File: config.mk
export PLATFORM = sky130hd
export DESIGN_NAME = microstep_sequencer
export DESIGN_NICKNAME = d
export VERILOG_FILES = /design/src/rtl/microstep_sequencer.sv
export SDC_FILE = /design/constraint.sdc
export NUM_CORES = 1
export LEC_CHECK = 0
export ABC_AREA = 0
export CAP_MARGIN = 0
export CORE_MARGIN = 2
export CORE_UTILIZATION = 41
export DETAILED_ROUTE_END_ITERATION = 12
export MAX_ROUTING_LAYER = met4
export PLACE_DENSITY = 0.71
export SYNTH_ARGS = -nofsm -noshare
export SYNTH_HDL_FRONTEND = slang
export SYNTH_SLANG_ARGS = --single-unit
File: constraint.sdc
create_clock -name base_clock -period 1.7 [get_ports base_clock]
set_input_delay 0.51 -clock base_clock [delete_from_list [all_inputs] [get_ports base_clock]]
set_output_delay 0.51 -clock base_clock [all_outputs]
set_load 0.01 [all_outputs]
File: src/rtl/microstep_sequencer.sv
// SAP-1 style controller/sequencer: step generation (auto divider or debounced manual
// button), one-hot T-state ring with optional early end, HLT latch and control decode.
module microstep_sequencer #(
    parameter int OPCODE_W      = 4,
    parameter int NUM_T         = 6,
    parameter int CLK_DIV       = 4,
    parameter int DebounceDelay = 8,
    parameter int EARLY_END     = 1
) (
    input  logic                base_clock,
    input  logic                CLR_bar,
    input  logic [OPCODE_W-1:0] instruction_input,
    input  logic                S6_SingleStep_pb,
    input  logic                S7_ManualAuto_sw,
    output logic                step,
    output logic [NUM_T-1:0]    t_state,
    output logic                halted,
    output logic                Cp,
    output logic                Ep,
    output logic                Su,
    output logic                Ea,
    output logic                Eu,
    output logic                Lm_bar,
    output logic                CE_bar,
    output logic                Li_bar,
    output logic                Ei_bar,
    output logic                La_bar,
    output logic                Lb_bar,
    output logic                Lo_bar
);
    localparam int DIV_W = $clog2(CLK_DIV);
    localparam int DEB_W = $clog2(DebounceDelay) + 1;
    localparam logic [OPCODE_W-1:0] OP_LDA = OPCODE_W'(0);
    localparam logic [OPCODE_W-1:0] OP_ADD = OPCODE_W'(1);
    localparam logic [OPCODE_W-1:0] OP_SUB = OPCODE_W'(2);
    localparam logic [OPCODE_W-1:0] OP_OUT = OPCODE_W'(14);
    localparam logic [OPCODE_W-1:0] OP_HLT = OPCODE_W'(15);

    logic             s7_meta_r, s7_sync_r, s7_prev_r;
    logic             s6_meta_r, s6_sync_r;
    logic             deb_level_r;
    logic [DEB_W-1:0] deb_cnt_r;
    logic [DIV_W-1:0] div_r;
    logic             step_r, halted_r, ctrl_en_r;
    logic [NUM_T-1:0] t_state_r, t_next_s;
    logic             mode_change_s, deb_differ_s, deb_flip_s, deb_rise_s;
    logic             hlt_now_s, at_last_s, step_req_s, step_next_s;
    logic [11:0]      act_s;

    assign mode_change_s = s7_sync_r ^ s7_prev_r;
    assign deb_differ_s  = s6_sync_r ^ deb_level_r;
    assign deb_flip_s    = deb_differ_s && (deb_cnt_r == DEB_W'(DebounceDelay - 1));
    assign deb_rise_s    = deb_flip_s && !deb_level_r;
    assign hlt_now_s     = t_state_r[3] && (instruction_input == OP_HLT);
    assign step_next_s   = step_req_s && !halted_r && !hlt_now_s;

    // Synchronisers, mode tracking, debouncer and auto divider
    always_ff @(posedge base_clock) begin
        if (!CLR_bar) begin
            s7_meta_r   <= 1'b0;
            s7_sync_r   <= 1'b0;
            s7_prev_r   <= 1'b0;
            s6_meta_r   <= 1'b0;
            s6_sync_r   <= 1'b0;
            deb_level_r <= 1'b0;
            deb_cnt_r   <= '0;
            div_r       <= '0;
        end else begin
            s7_meta_r <= S7_ManualAuto_sw;
            s7_sync_r <= s7_meta_r;
            s7_prev_r <= s7_sync_r;
            s6_meta_r <= S6_SingleStep_pb;
            s6_sync_r <= s6_meta_r;
            if (deb_flip_s) begin
                deb_level_r <= ~deb_level_r;
                deb_cnt_r   <= '0;
            end else if (deb_differ_s) begin
                deb_cnt_r <= deb_cnt_r + DEB_W'(1);
            end else begin
                deb_cnt_r <= '0;
            end
            if (mode_change_s || !s7_sync_r || (div_r == DIV_W'(CLK_DIV - 1))) begin
                div_r <= '0;
            end else begin
                div_r <= div_r + DIV_W'(1);
            end
        end
    end

    // Step request: a mode change swallows whatever would have fired this cycle
    always_comb begin
        step_req_s = 1'b0;
        if (mode_change_s) begin
            step_req_s = 1'b0;
        end else if (s7_sync_r) begin
            step_req_s = (div_r == DIV_W'(CLK_DIV - 1));
        end else begin
            step_req_s = deb_rise_s;
        end
    end

    // Last active state of the current opcode
    always_comb begin
        at_last_s = 1'b0;
        case (instruction_input)
            OP_LDA, OP_ADD, OP_SUB: at_last_s = t_state_r[5];
            OP_OUT, OP_HLT:         at_last_s = t_state_r[3];
            default:                at_last_s = t_state_r[2];
        endcase
    end

    // State register: step pulse, T-state ring, halt latch, control enable
    always_ff @(posedge base_clock) begin
        if (!CLR_bar) begin
            step_r    <= 1'b0;
            t_state_r <= NUM_T'(1);
            halted_r  <= 1'b0;
            ctrl_en_r <= 1'b0;
        end else begin
            step_r    <= step_next_s;
            t_state_r <= t_next_s;
            halted_r  <= halted_r | hlt_now_s;
            ctrl_en_r <= 1'b1;
        end
    end

    // Next T-state: rotate on step, or wrap early after the opcode's last state
    always_comb begin
        t_next_s = t_state_r;
        if (step_r && !halted_r && !hlt_now_s) begin
            if ((EARLY_END != 0) && at_last_s) begin
                t_next_s = NUM_T'(1);
            end else begin
                t_next_s = {t_state_r[NUM_T-2:0], t_state_r[NUM_T-1]};
            end
        end else begin
            t_next_s = t_state_r;
        end
    end

    // Control decode, active-high mask {Cp,Ep,Su,Ea,Eu,Lm,CE,Li,Ei,La,Lb,Lo}
    always_comb begin
        act_s = 12'h000;
        if (t_state_r[0]) begin
            act_s = 12'h440;
        end else if (t_state_r[1]) begin
            act_s = 12'h800;
        end else if (t_state_r[2]) begin
            act_s = 12'h030;
        end else if (t_state_r[3]) begin
            case (instruction_input)
                OP_LDA, OP_ADD: act_s = 12'h048;
                OP_SUB:         act_s = 12'h248;
                OP_OUT:         act_s = 12'h101;
                default:        act_s = 12'h000;
            endcase
        end else if (t_state_r[4]) begin
            case (instruction_input)
                OP_LDA:  act_s = 12'h024;
                OP_ADD:  act_s = 12'h022;
                OP_SUB:  act_s = 12'h222;
                default: act_s = 12'h000;
            endcase
        end else if (t_state_r[5]) begin
            case (instruction_input)
                OP_ADD:  act_s = 12'h084;
                OP_SUB:  act_s = 12'h284;
                default: act_s = 12'h000;
            endcase
        end else begin
            act_s = 12'h000;
        end
    end

    assign step    = step_r;
    assign t_state = t_state_r;
    assign halted  = halted_r;
    assign Cp      = ctrl_en_r & act_s[11];
    assign Ep      = ctrl_en_r & act_s[10];
    assign Su      = ctrl_en_r & act_s[9];
    assign Ea      = ctrl_en_r & act_s[8];
    assign Eu      = ctrl_en_r & act_s[7];
    assign Lm_bar  = ~(ctrl_en_r & act_s[6]);
    assign CE_bar  = ~(ctrl_en_r & act_s[5]);
    assign Li_bar  = ~(ctrl_en_r & act_s[4]);
    assign Ei_bar  = ~(ctrl_en_r & act_s[3]);
    assign La_bar  = ~(ctrl_en_r & act_s[2]);
    assign Lb_bar  = ~(ctrl_en_r & act_s[1]);
    assign Lo_bar  = ~(ctrl_en_r & act_s[0]);
endmodule

==> results of run 1 <==
[logic make-up (layout without fill, tap and decap cells)]
logic type | after synthesis | after routing
AOI/OAI and AO/OA | 16 | 16
and+or+nand+nor | 46 | 46
buffers and inverters | 12 | 72
muxes | 1 | 1
xor gates and xnor gates | 4 | 4
DFF | 21 | 21
adders and majority gates | 3 | 3
[per-layer routing]
| layer | up-vias | global-route usage | part of all wire |
|---|---|---|---|
| li1 | 496 | - | - |
| met1 | 487 | 0.231 | 0.40 |
| met2 | 24 | 0.392 | 0.55 |
| met3 | 6 | 0.0172 | 0.036 |
| met4 | 0 | 0.0897 | 0.016 |
| met5 | - | - | 0 |
[through the flow]
stage | utilization | hold WS, ns | setup WS, ns | setup TNS, ns | std cells
floorplan | - | 0.407 | -0.0851 | -0.254 | 103
global placement | 0.652 | 0.413 | -1.00 | -11.43 | 180
detailed placement | 0.652 | 0.423 | -1.05 | -12.16 | 180
CTS | 0.680 | 0.445 | -0.538 | -3.75 | 189
global route | 0.706 | 0.459 | -0.586 | -4.11 | 191
finish | 0.706 | 0.443 | -0.528 | -3.54 | 191
[how the worst max path moves through the flow]
stage	start	endpoint	cells past startpoint
2_1_floorplan	t_state[0]	Ea	3
3_3_place_gp	instruction_input[2]	Ea	5
3_5_place_dp	instruction_input[2]	Ea	5
4_1_cts	t_state[1]	Ea	4
5_1_grt	t_state[1]	Lb_bar	5
6_report	t_state[1]	Ea	4
[cells in the mapped netlist (2+ instances only)]
| master | instances |
|---|---|
| nand2_1 | 7 |
| nand3b_1 | 2 |
| o32ai_1 | 4 |
| and3_1 | 4 |
| o21ai_0 | 4 |
| and2_1 | 6 |
| nand3_1 | 5 |
| xor2_1 | 4 |
| inv_1 | 9 |
| nor4_1 | 2 |
| and4_1 | 2 |
| nor3_1 | 2 |
| clkbuf_1 | 2 |
| and4b_1 | 2 |
| nor2_1 | 7 |
| a21oi_1 | 2 |
| ha_1 | 3 |
| dfxtp_1 | 21 |
[worst max-delay path: cells and delay by family (launching register included)]
kind | cells | cell delay, ns
buffers and inverters | 2 | 0.16
DFF | 1 | 0.34
and+or+nand+nor | 2 | 0.93
[timing repair]
action                                  CTS  global route
gates resized for setup                  92            14
endpoints found under the setup margin   25            15
pin swaps                                 8             4
buffers inserted                          5             2
[report_power, final]
part / internal [mW] / total, mW / switching [mW]
logic: 0.0489 / 0.0865 / 0.0375
clock network: 0.0915 / 0.234 / 0.143
registers: 0.497 / 0.501 / 0.00382
total: 0.638 / 0.822 / 0.184
[cell type report]
type                    instances  area, µm²
clock buffers                   4       26.3
fillers                       165        649
inverters                       9       36.3
multi-input cells              70        556
flip-flops and latches         21        432
well taps                      28       35.0
repair buffers                 59        478
==> impl_metrics.py, run 1 <==
metrics = {
    "cells_and_area": {
        "final_common_cell": "buf_4",
        "nets": 175,
        "largest_reg_flops": 6,
        "stdcell_area_um2": 1560,
        "antenna_cells": 0,
        "drive_above_1_share": 0.448,
        "mostFrequentLayoutCells": "buf_4, dfxtp_1, buf_2, buf_6, dlygate4sd2_1",
        "area_delta_synth_final_pct": 64.3,
    },
    "critical_path": {
        "path_cells": "or3b_4 > or4_4 > inv_2 > buf_6",
        "cpPeakStageDelay_ns": 0.50,
        "crit_required_ns": 1.19,
        "setup.worst_path.class": "flop to primary output",
        "regToRegSetupSlack_ns": 0.18,
        "critPathLaunchType": "flop",
        "reg2reg_depth": 5,
        "critical_path.slowest_cell": "or4_4",
        "r2r_end": "t_state[4]",
        "cp.arrival_ns": 1.72,
        "path_max_fanout": 3,
        "cp-end-kind": "primary output",
        "reg2reg_from": "t_state[3]",
    },
    "floorplanning": {
        "dieArea_um2": 2720,
        "rows": 17,
        "die-height_um": 52.2,
        "die_x_um": 52.2,
        "ios": 28,
        "core_area_um2": 2210,
        "start_util": 0.430,
    },
    "worst_hold_path": {
        "hp-start": "div_r[0]",
        "holdPathEnd": "div_r[0]",
        "whs_path_depth": 1,
        "hp-class": "flop to flop",
    },
    "logic_synthesis": {
        "synth_flop_cell": "dfxtp_1",
        "synth.avg_cell_area_um2": 9.23,
        "ys_types": 33,
        "async_flop_share": 0,
        "synth_fa_ha_area_frac": 0.0395,
        "ys_top_cells_by_area": "dfxtp_1, and2_1, ha_1",
        "yosysTopAreaCell": "dfxtp_1",
        "synth.mux.area_fraction": 0.0105,
        "synthXorXnorAreaFrac": 0.0368,
        "synth_compound_area_frac": 0.126,
        "syn-instance-count": 103,
        "synth_edf_count": 0,
        "ys_seq_elements": 21,
        "synth_top_area_frac": 0.442,
        "synth_seq_area_share": 0.442,
        "synth_fp_nets": 114,
        "synth-simple-area-share": 0.289,
        "yosysWarnings": 0,
        "synth_top_family_by_area": "simple AND/OR/NAND/NOR gates",
        "synth_area_um2": 951,
    },
    "grt": {
        "overflow": 0,
        "grt_pass1_vias": 977,
        "grt_pass1_wl_mm": 4.16,
        "grt_antenna_before_repair": 0,
        "grt_usage": 0.212,
        "grt_max_degree": 17,
    },
    "power": {
        "power_mw": 0.822,
        "ir_drop_v": 0.000584,
        "power_density_nw_per_um2": 526,
        "p_leak_nw": 0.705,
    },
    "timing": {
        "fin_ws_ns": -0.528,
        "finalClockSkew_ns": 0.00408,
        "slew_headroom": 0.726,
        "drv_slew": 0,
        "tightest_slew_ns": 0.405,
        "setup_viol": 9,
        "max_freq_mhz": 449,
        "post-route-min-period_ns": 2.23,
        "hold_viol_final": 0,
        "timing.final.crit_share": 1.31,
        "rsz0062_at_grt": "yes",
    },
    "status": {
        "status": "finished with violations",
        "violations": "negative setup slack",
    },
    "clock_network": {
        "cts_buffer_depth": 2,
        "cts_inserted_buffers": 3,
        "clock_latency_ns": 0.30,
        "cts_hold_buf": 0,
        "h-tree-depth": 1,
        "numClockSinks": 21,
        "cts_tree": "done",
        "clk_pin_slew_ns": 0.11,
        "cts-root-buf": "clkbuf_4",
    },
    "placed_design": {
        "place.gp.congestion": 0.705,
        "numPortBuffers": 27,
        "place_area_um2": 1440,
        "hpwl_mm": 1.77,
    },
    "routing": {
        "final_antenna_net_count": 0,
        "wl_mm": 2.56,
        "dr.pass1.iters": 4,
        "via_per_inst": 5.30,
        "vias": 1013,
        "wl_per_cell_um": 13.4,
        "post-route-drc-count": 0,
        "drt_iter0_drc": 20,
    },
    "run": {
        "maxCapViolCount": 0,
    },
}
(Power assumes the default switching activity.)
==> inputs of run 2 (changes only) <==
--- a/config.mk
+++ b/config.mk
@@ -5,13 +5,13 @@
 export SDC_FILE = /design/constraint.sdc
 export NUM_CORES = 1
 export LEC_CHECK = 0
-export ABC_AREA = 0
+export ABC_AREA = 1
 export CAP_MARGIN = 0
 export CORE_MARGIN = 2
 export CORE_UTILIZATION = 41
 export DETAILED_ROUTE_END_ITERATION = 12
 export MAX_ROUTING_LAYER = met4
-export PLACE_DENSITY = 0.71
+export PLACE_DENSITY = 0.7
 export SYNTH_ARGS = -nofsm -noshare
 export SYNTH_HDL_FRONTEND = slang
 export SYNTH_SLANG_ARGS = --single-unit
==> run 2 against run 1 <==
Against the previous run:
- the flow still finishes with violations (negative setup slack)
- synthesized cell count up 26%
- global-route usage is 1.8 points higher
- final cell count increased by 19%
- sequential power hardly changed
- hold slack got worse by 0.023 ns
- critical path depth up 5
- combinational power increased by 0.9%
- register-to-register slack got worse by 0.07 ns
- design area increased by 6.6%
- highest routed layer unchanged
==> impl_metrics.py, run 2 <==
metrics = {
    "timing": {
        "post-route-min-period_ns": 1.99,
        "hold_ws_ns": 0.420,
        "fin_ws_ns": -0.291,
        "hold_viol_final": 0,
        "max_freq_mhz": 502,
        "tightest_slew_ns": 0.362,
        "setup_tns_ns": -1.61,
        "setup_viol": 10,
        "timing.final.crit_share": 1.17,
        "slew_headroom": 0.755,
        "finalClockSkew_ns": 0.00221,
        "rsz0062_at_grt": "yes",
        "drv_slew": 0,
    },
    "floorplanning": {
        "core_area_um2": 2210,
        "start_util": 0.437,
        "die-height_um": 52.6,
        "die_x_um": 52.6,
        "ios": 28,
        "rows": 17,
        "dieArea_um2": 2760,
    },
    "logic_synthesis": {
        "synth_most_common_cell": "nand2_1",
        "synth_top_family_by_area": "simple AND/OR/NAND/NOR gates",
        "ys_seq_elements": 21,
        "synth_fa_ha_area_frac": 0.0388,
        "yosysTopAreaCell": "dfxtp_1",
        "syn-instance-count": 130,
        "yosysWarnings": 0,
        "synth_area_um2": 967,
        "synth.mux.area_fraction": 0,
        "synth_top_area_frac": 0.435,
        "synth_fp_nets": 141,
        "synth_compound_area_frac": 0.0660,
        "synth_seq_area_share": 0.435,
        "synth.avg_cell_area_um2": 7.44,
        "synth_flop_cell": "dfxtp_1",
        "synthTopCellsByCount": "nand2_1, dfxtp_1, inv_1",
        "async_flop_share": 0,
        "synth-simple-area-share": 0.340,
        "synth_edf_count": 0,
        "synthXorXnorAreaFrac": 0.0181,
        "ys_top_cells_by_area": "dfxtp_1, nand2_1, inv_1",
        "ys_types": 23,
    },
    "cells_and_area": {
        "final_common_cell": "buf_4",
        "multi_input_area_um2": 548,
        "register_area_um2": 434,
        "area_delta_synth_final_pct": 72.3,
        "antenna_cells": 0,
        "fin_cells": 227,
        "fillers": 184,
        "drive_above_1_share": 0.452,
        "mostFrequentLayoutCells": "buf_4, nand2_1, inv_1, dfxtp_1, nor2_1",
        "largest_reg_flops": 6,
        "nets": 211,
    },
    "critical_path": {
        "setup.worst_path.class": "flop to primary output",
        "path_max_fanout": 2,
        "cp-end-kind": "primary output",
        "crit_required_ns": 1.19,
        "cp.arrival_ns": 1.48,
        "critPathLaunchType": "flop",
        "regToRegSetupSlack_ns": 0.11,
    },
    "clock_network": {
        "clk_pin_slew_ns": 0.10,
        "clock_latency_ns": 0.29,
        "h-tree-depth": 1,
        "cts_inserted_buffers": 3,
        "cts_tree": "done",
        "cts-root-buf": "clkbuf_4",
        "numClockSinks": 21,
        "cts_buffer_depth": 2,
        "cts_hold_buf": 0,
    },
    "placed_design": {
        "place_ws_ns": -0.908,
        "place.gp.congestion": 0.761,
        "hpwl_mm": 1.72,
        "numPortBuffers": 27,
        "dp.cells": 206,
    },
    "run": {
        "maxCapViolCount": 0,
    },
    "grt": {
        "grt_max_degree": 12,
        "grt_pass1_vias": 1094,
        "grt_usage": 0.230,
        "overflow": 0,
        "grt_antenna_before_repair": 0,
        "grt_pass1_wl_mm": 4.55,
    },
    "routing": {
        "via_per_inst": 4.85,
        "wl_mm": 2.65,
        "drt_iter0_drc": 11,
        "vias": 1101,
        "wl_per_cell_um": 11.7,
        "final_antenna_net_count": 0,
        "dr.pass1.iters": 4,
        "post-route-drc-count": 0,
    },
    "status": {
        "status": "finished with violations",
        "violations": "negative setup slack",
    },
    "power": {
        "ir_drop_v": 0.000558,
        "p_sw_frac": 0.223,
        "power_density_nw_per_um2": 489,
        "seqPwrFrac": 0.613,
        "p_sw_mw": 0.182,
        "comb_power_share": 0.107,
        "intPower_mw": 0.633,
        "p_leak_nw": 0.778,
        "pwr-share-clk": 0.279,
    },
    "worst_hold_path": {
        "hp-class": "flop to flop",
    },
}
## run 2: logic make-up (layout without fill, tap and decap cells)
kind of cell	after synthesis	count (layout)
xor gates and xnor gates	2	2
AOI/OAI and AO/OA	12	12
DFF	21	21
buffers and inverters	25	94
adders and majority gates	3	3
and+or+nand+nor	67	67
## run 2: worst max-delay path, cell delays in order, from the launching register on
cell	delay [ns]
dfxtp_2	0.35
inv_2	0.05
nor2_4	0.09
nand2_2	0.08
nor2_4	0.12
inv_2	0.05
or2_4	0.23
nor2_4	0.09
inv_2	0.04
buf_6	0.11
## run 2: worst paths after layout
| kind | startpoint | end | depth (start not counted) |
|---|---|---|---|
| setup / recovery | ctrl_en_r | Lo_bar | 9 |
| hold / removal | s7_meta_r | s7_sync_r | 2 |
| setup reg to reg | t_state[3] | t_state[5] | 12 |
| hold reg to reg | s7_meta_r | s7_sync_r | 2 |
## run 2: area by class of cell
type | count | area share
inverter | 23 | 0.0533
sequential | 21 | 0.261
tap | 28 | 0.0210
timing repair buffer | 67 | 0.321
multi-input combinational | 84 | 0.329
clock buffer | 4 | 0.0158
## run 2: power by group through the flow
stage / logic, mW / clock network (mW) / registers, mW
after floorplan: 0.0227 / 0 / 0.513
after global placement: 0.0643 / 0 / 0.514
after detailed placement: 0.0651 / 0 / 0.514
after CTS: 0.0822 / 0.234 / 0.501
after global routing: 0.0944 / 0.258 / 0.501
final: 0.0873 / 0.228 / 0.500
## run 2: what timing repair did
| action | in CTS | in global routing |
|---|---|---|
| setup endpoints to repair | 19 | 21 |
| resized for setup | 105 | 17 |
| pin swaps | 12 | 10 |
| buffers inserted | 20 | 3 |
## run 2: metal layers
metal | up-vias | global-route usage | part of all wire
met5 | - | - | 0
met4 | 0 | 0.137 | 0.019
met3 | 6 | 0.0371 | 0.043
met2 | 29 | 0.419 | 0.55
met1 | 511 | 0.227 | 0.39
li1 | 555 | - | -
## run 2: metrics by stage
stage / power, mW / util / instance area [µm²]
floorplan: 0.536 / - / 972
global placement: 0.578 / 0.650 / 1440
detailed placement: 0.579 / 0.650 / 1440
CTS: 0.818 / 0.743 / 1640
global route: 0.854 / 0.753 / 1670
finish: 0.815 / 0.753 / 1670
==> inputs of run 3 (changes only) <==
--- a/config.mk
+++ b/config.mk
@@ -9,6 +9,7 @@
 export CAP_MARGIN = 0
 export CORE_MARGIN = 2
 export CORE_UTILIZATION = 41
+export CTS_CLUSTER_SIZE = 24
 export DETAILED_ROUTE_END_ITERATION = 12
 export MAX_ROUTING_LAYER = met4
 export PLACE_DENSITY = 0.7
==> results of run 3 <==
Final layout, timing and power as in run 2 (identical DEF).
